`config.mk`:
```
export PLATFORM = sky130hd
export DESIGN_NAME = feature_packer
export DESIGN_NICKNAME = d
export VERILOG_FILES = /design/src/rtl/feature_packer_pkg.sv /design/src/rtl/frame_fifo2.sv /design/src/rtl/feature_packer.sv
export SDC_FILE = /design/constraint.sdc
export NUM_CORES = 1
export LEC_CHECK = 0
export CAP_MARGIN = 15
export CORE_MARGIN = 2
export CORE_UTILIZATION = 58
export DETAILED_ROUTE_END_ITERATION = 12
export HOLD_SLACK_MARGIN = 0.02
export PLACE_DENSITY = 0.84
export SETUP_SLACK_MARGIN = 0.02
export SLEW_MARGIN = 10
export SYNTH_ARGS = -nofsm -noshare
export SYNTH_HDL_FRONTEND = slang
export SYNTH_SLANG_ARGS = --single-unit
```
`constraint.sdc`:
```
create_clock -name clk -period 5.25 [get_ports clk]
set_input_delay 1.05 -clock clk [delete_from_list [all_inputs] [get_ports clk]]
set_output_delay 1.05 -clock clk [all_outputs]
set_load 0.05 [all_outputs]
```
`src/rtl/feature_packer_pkg.sv`:
```
// Shared definitions for the feature packer.
// Supplies the default channel geometry (TOTAL_NUM_CHANNEL, CHANNEL_WIDTH)
// when no shared constants header has defined them, plus the frame
// assembly FSM state type used by feature_packer.
`ifndef TOTAL_NUM_CHANNEL
`define TOTAL_NUM_CHANNEL 4
`endif
`ifndef CHANNEL_WIDTH
`define CHANNEL_WIDTH 2
`endif

package feature_packer_pkg;

  // FILL packs channels into the fill register; DISCARD drops the tail of an
  // over-long frame until its ch_last is seen.
  typedef enum logic {
    ST_FILL    = 1'b0,
    ST_DISCARD = 1'b1
  } pack_state_t;

  // Width of a counter indexing n slots (at least one bit).
  function automatic int idx_width(input int n);
    return (n > 1) ? $clog2(n) : 1;
  endfunction

endpackage

```
`src/rtl/frame_fifo2.sv`:
```
// Two-entry valid/ready FIFO holding packed feature frames.
// Ports:
//   clk, rst            clock, asynchronous active-high reset
//   in_valid/in_ready   write handshake; in_ready is registered (!full)
//   in_data             frame to write
//   out_valid/out_ready read handshake; out_valid is registered (!empty)
//   out_data            head entry, driven straight from a register
module frame_fifo2 #(
  parameter int W = 8
) (
  input  logic         clk,
  input  logic         rst,
  input  logic         in_valid,
  output logic         in_ready,
  input  logic [W-1:0] in_data,
  output logic         out_valid,
  input  logic         out_ready,
  output logic [W-1:0] out_data
);

  logic [1:0]   count_q, count_d;
  logic [W-1:0] head_q, tail_q;
  logic         in_ready_q, out_valid_q;
  logic         push, pop;

  assign push      = in_valid && in_ready_q;
  assign pop       = out_valid_q && out_ready;
  assign in_ready  = in_ready_q;
  assign out_valid = out_valid_q;
  assign out_data  = head_q;

  // NOTE: every variable written in always_comb gets a default first so no
  // latch is inferred on the paths that do not assign it.
  always_comb begin
    count_d = count_q;
    case ({push, pop})
      2'b10:   count_d = count_q + 2'd1;
      2'b01:   count_d = count_q - 2'd1;
      default: count_d = count_q;
    endcase
  end

  // Flags are computed from the next occupancy so they are registered yet
  // exact; in_ready therefore has no combinational path from out_ready.
  // NOTE: sequential state uses non-blocking assignments only, so every
  // register samples pre-edge values regardless of statement order.
  always_ff @(posedge clk or posedge rst) begin
    if (rst) begin
      count_q     <= '0;
      in_ready_q  <= 1'b0;
      out_valid_q <= 1'b0;
      // NOTE: the two data entries are reset too, because out_data is a
      // visible output that must read zero after reset.
      head_q      <= '0;
      tail_q      <= '0;
    end else begin
      count_q     <= count_d;
      in_ready_q  <= (count_d != 2'd2);
      out_valid_q <= (count_d != 2'd0);

      // Head loads the new frame when it becomes (or stays) the only entry,
      // otherwise it advances from the tail on a pop.
      if (push && (count_q == 2'd0 || (count_q == 2'd1 && pop)))
        head_q <= in_data;
      else if (pop && count_q == 2'd2)
        head_q <= tail_q;

      if (push && ((count_q == 2'd1 && !pop) || count_q == 2'd2))
        tail_q <= in_data;
    end
  end

endmodule

```
`src/rtl/feature_packer.sv`:
```
// Serial-to-parallel feature packer feeding hdc_sensor_fusion.
// Channels arrive one per ch_valid/ch_ready handshake and are packed MSB
// first (channel 0 in the top CH_W bits) into a fill register; a completed
// frame is pushed into a 2-entry FIFO whose head drives features_top.
// Ports:
//   clk, rst                  clock, asynchronous active-high reset
//   ch_valid/ch_ready         serial channel handshake (ch_ready registered)
//   ch_data, ch_last          channel value, end-of-frame marker
//   fout_valid/fout_ready     packed frame handshake (to fin_valid/fin_ready)
//   features_top              packed frame, NUM_CH*CH_W bits
//   frame_err                 one-cycle pulse on a short or long frame
//   frame_count               frames delivered, wraps modulo 2^CNT_W
module feature_packer
  import feature_packer_pkg::*;
#(
  parameter int NUM_CH = `TOTAL_NUM_CHANNEL,
  parameter int CH_W   = `CHANNEL_WIDTH,
  parameter int CNT_W  = 16
) (
  input  logic                   clk,
  input  logic                   rst,
  input  logic                   ch_valid,
  output logic                   ch_ready,
  input  logic [CH_W-1:0]        ch_data,
  input  logic                   ch_last,
  output logic                   fout_valid,
  input  logic                   fout_ready,
  output logic [NUM_CH*CH_W-1:0] features_top,
  output logic                   frame_err,
  output logic [CNT_W-1:0]       frame_count
);

  localparam int IDX_W = idx_width(NUM_CH);
  localparam int FW    = NUM_CH * CH_W;
  localparam logic [IDX_W-1:0] LAST_IDX = IDX_W'(NUM_CH - 1);

  pack_state_t      state_q;
  logic [IDX_W-1:0] cnt_q;
  logic [FW-1:0]    fill_q, frame_d;
  logic             accept, last_slot, push, pop;

  assign accept    = ch_valid && ch_ready;
  assign last_slot = (cnt_q == LAST_IDX);
  assign push      = accept && (state_q == ST_FILL) && last_slot;
  assign pop       = fout_valid && fout_ready;

  // The pushed frame must include the channel accepted this very cycle, so
  // the FIFO input is the fill register with the current slot overlaid.
  always_comb begin
    frame_d = fill_q;
    frame_d[(NUM_CH - 1 - int'(cnt_q)) * CH_W +: CH_W] = ch_data;
  end

  always_ff @(posedge clk or posedge rst) begin
    if (rst) begin
      state_q     <= ST_FILL;
      cnt_q       <= '0;
      fill_q      <= '0;
      frame_err   <= 1'b0;
      frame_count <= '0;
    end else begin
      frame_err <= 1'b0;
      if (pop)
        frame_count <= frame_count + CNT_W'(1);

      if (accept) begin
        case (state_q)
          ST_FILL: begin
            fill_q <= frame_d;
            if (last_slot) begin
              // Full frame pushed either way; missing ch_last means the
              // rest of this frame must be dropped.
              cnt_q <= '0;
              if (!ch_last) begin
                frame_err <= 1'b1;
                state_q   <= ST_DISCARD;
              end
            end else if (ch_last) begin
              // Short frame: the partial contents are simply abandoned.
              frame_err <= 1'b1;
              cnt_q     <= '0;
            end else begin
              cnt_q <= cnt_q + IDX_W'(1);
            end
          end
          ST_DISCARD: begin
            if (ch_last) begin
              state_q <= ST_FILL;
              cnt_q   <= '0;
            end
          end
          default: state_q <= ST_FILL;
        endcase
      end
    end
  end

  frame_fifo2 #(
    .W (FW)
  ) u_fifo (
    .clk       (clk),
    .rst       (rst),
    .in_valid  (push),
    .in_ready  (ch_ready),
    .in_data   (frame_d),
    .out_valid (fout_valid),
    .out_ready (fout_ready),
    .out_data  (features_top)
  );

endmodule

```
==> summary.md <==
| Metric | Value |
|---|---|
| VDD IR max | 0.2756 mV |
| RePlAce Congestion | 0.8098 |
| Core Area | 3914 um2 |
| Die area | 4531 um2 |
| Synth top area share | 51.67% |
| Async S/R FF share, synth | 100.0% |
| Number of synthesized flops with an enable pin | 0 |
| Synth Area per Inst | 11.07 um2 |
| Max-slew violation count | 0 |
| Clk_skew | 9.496 ps |
| Critical Path Sink Type | output port |
| Post-synth top area cell | dfrtp_1 |
| CTS Buffer Depth | 2 |
| H-tree levels | 2 |
| Remaining design rule violation count | 0 |
| Initial Util | 59.40% |
| Crit path required time | 4200 ps |
| I/O Pins | 34 |
| Min Hold Slack | 471.6 ps |
| Post-synthesis register bit count | 48 |
| Gr ovfl total | 0 |
| CP max FO | 6 |
| Highest clock rate | 376.2 MHz |
| Slowest stage delay, CP | 850 ps |
| Sequential cell area | 1201 um2 |
| Vias in the first global route | 1429 |
| Total track usage | 19.54% |
| Worst-Skew Late Latency | 300 ps |
| Mapped Nets | 228 |
| Initial DRC count | 74 |
| Multi-input gate area | 1047 um2 |
| R2R setup slack | 3360 ps |
| Max-Cap Viols | 0 |
| Hold Vio Cnt, Final | 0 |
| Vias | 1550 |
| Setup TNS | 0 ps |
| CTS sink cnt | 48 |
| Synthesized instance count | 210 |
| Total Routed Length | 3977 um |
| Most used DFF post-synth | dfrtp_1 |
| CTS Buf Count | 5 |
| Worst Tran Pin Value | 971.2 ps |
| Initial antenna violation count | 0 |
| Final count of negative-setup-slack endpoints | 0 |
| Share of layout cells above drive strength 1 | 9.312% |
| Port bufs | 33 |
| Hold Buf Count CTS | 0 |
| Crit path kind | flip-flop to output port |
| Slowest stage cell, crit path | clkdlybuf4s50_1 |
| Status | completed |
| WP data arrival | 1610 ps |
| Largest cells by area after synthesis | dfrtp_1, mux2i_1, ha_1, nand2_1, xnor2_1 |
| Final net count | 264 |
| Yosys warns | 0 |
| CTS tree | done |
| Worst-path cell chain | clkdlybuf4s50_1 |
| CP top delay family | buffers and inverters |
| ANT cells | 0 |
| P_leak | 1.301 nW |
| Final min period | 2658 ps |
| Worst Hold Class | flip-flop to flip-flop |
| First-pass GRT wire length | 6568 um |
| PD cells | 412.1 nW/um2 |
| Fin crit share | 50.63% |
| Clock tree root driver cell | clkbuf_8 |
| Row count | 23 |
| Die Height | 67.31 um |
| DR vias/cell | 5.219 |
| RSZ-0062 raised after global routing | false |
| Relative slew slack | 35.26% |
| Largest net degree at the start of global routing | 49 |
| Fill count | 309 |
| WL/cell | 13.39 um |
| Postcts setup bufs | 0 |
| Distinct cells, synth | 38 |
| Die Wd | 67.31 um |
| Detailed Place HPWL | 2822 um |
| Resize count post-CTS | 0 |
| CP bufs+invs | 1 |
| Clk slew on worst S/H paths | 90 ps |
| Layout overhead on the synthesized area | 19.59% |
| Post-route ant nets | 0 |
| Worst Setup Start Kind | flip-flop |
| Sequential cell area fraction in the yosys report | 51.67% |
| First-pass DRT Iterations | 5 |
| Cell area after synthesis | 2325 um2 |
-- worst paths after layout --
check / start / end / cells after the start
max: frame_count[4] / frame_count[4] / 1
min: frame_count[15] / frame_count[15] / 1
max reg2reg: cnt_q[0] / fill_q[5] / 5
min reg2reg: frame_count[15] / frame_count[15] / 1
max in group asynchronous: rst / u_fifo.tail_q[4] / 2
min in group asynchronous: rst / frame_count[3] / 2
-- cell type report --
type / count / area share [%]
clock buffer: 6 / 2.970
clock inverter: 2 / 0.5401
inverter: 11 / 1.485
multi-input combinational: 147 / 37.67
sequential: 48 / 43.20
tap: 50 / 2.250
timing repair buffer: 33 / 11.88
-- layout by cell type (no fill, tap or decap), types with 2 or more instances in the layout --
cell	Yosys	routed
o21ai_0	15	15
nor3_4	2	2
xor2_1	2	2
xnor2_1	13	13
a21oi_1	3	3
clkinvlp_4	0	2
mux2i_1	17	17
nand4_1	2	2
a31oi_1	5	5
o21ai_2	2	2
nand2_1	33	33
clkbuf_8	0	6
ha_1	11	11
nand3_1	5	5
inv_2	2	3
nor2_1	4	4
a41oi_1	5	5
inv_1	9	8
clkdlybuf4s50_1	0	33
dfrtp_1	48	48
nor2b_1	11	11
nand2_4	2	2
-- registers in the layout (all words and copies together) (netlist names) --
signal,flops
fill_q,8
frame_err,1
state_q,1
u_fifo.in_ready,1
cnt_q,2
u_fifo.tail_q,8
u_fifo.count_q,2
frame_count,16
u_fifo.out_valid,1
u_fifo.out_data,8
-- power breakdown --
part	total, mW	switching (mW)	leakage (nW)	internal, mW
clock network	0.228	0.121	0.0434	0.107
logic	0.423	0.273	0.601	0.150
registers	0.495	0.0573	0.656	0.438
total	1.15	0.451	1.30	0.695
-- synthesized netlist by cell type (all sizes together), types with 2 or more instances --
cell type and count:
a21oi 3, a31oi 5, a41oi 5, buf 3, dfrtp 48, ha 11, inv 11, mux2i 17
nand2 36, nand3 5, nand4 3, nor2 5, nor2b 11, nor3 4, o21ai 19, xnor2 13
xor2 2
-- routing by layer --
layer | vias up | track usage (%) | wire [um]
li1 | 789 | - | -
met1 | 736 | 27.28 | 1951
met2 | 20 | 30.57 | 1875
met3 | 5 | 4.333 | 111
met4 | 0 | 6.122 | 38
met5 | - | 0 | 0
-- metrics by stage --
step / cells / util [%] / power (mW) / worst slack, ps / cell area (um2)
floorplan: 210 / - / 0.8158 / 3056 / 2325
global placement: 289 / 68.54 / 0.9176 / 2576 / 2683
detailed placement: 289 / 68.54 / 0.9272 / 2540 / 2683
CTS: 297 / 71.04 / 1.154 / 2573 / 2780
global route: 297 / 71.04 / 1.221 / 2546 / 2780
finish: 297 / 71.04 / 1.146 / 2592 / 2780
-- cells by family after synthesis --
family                     after synthesis  share of synthesized area, %
xor gates and xnor gates                15                         5.651
AOI/OAI and AO/OA                       35                         9.688
buffers and inverters                   15                         3.283
muxes                                   17                         7.320
adders and majority gates               11                         5.920
DFF                                     48                         51.67
and+or+nand+nor                         69                         16.47
Note: power is estimated with default switching activity, not from simulation.
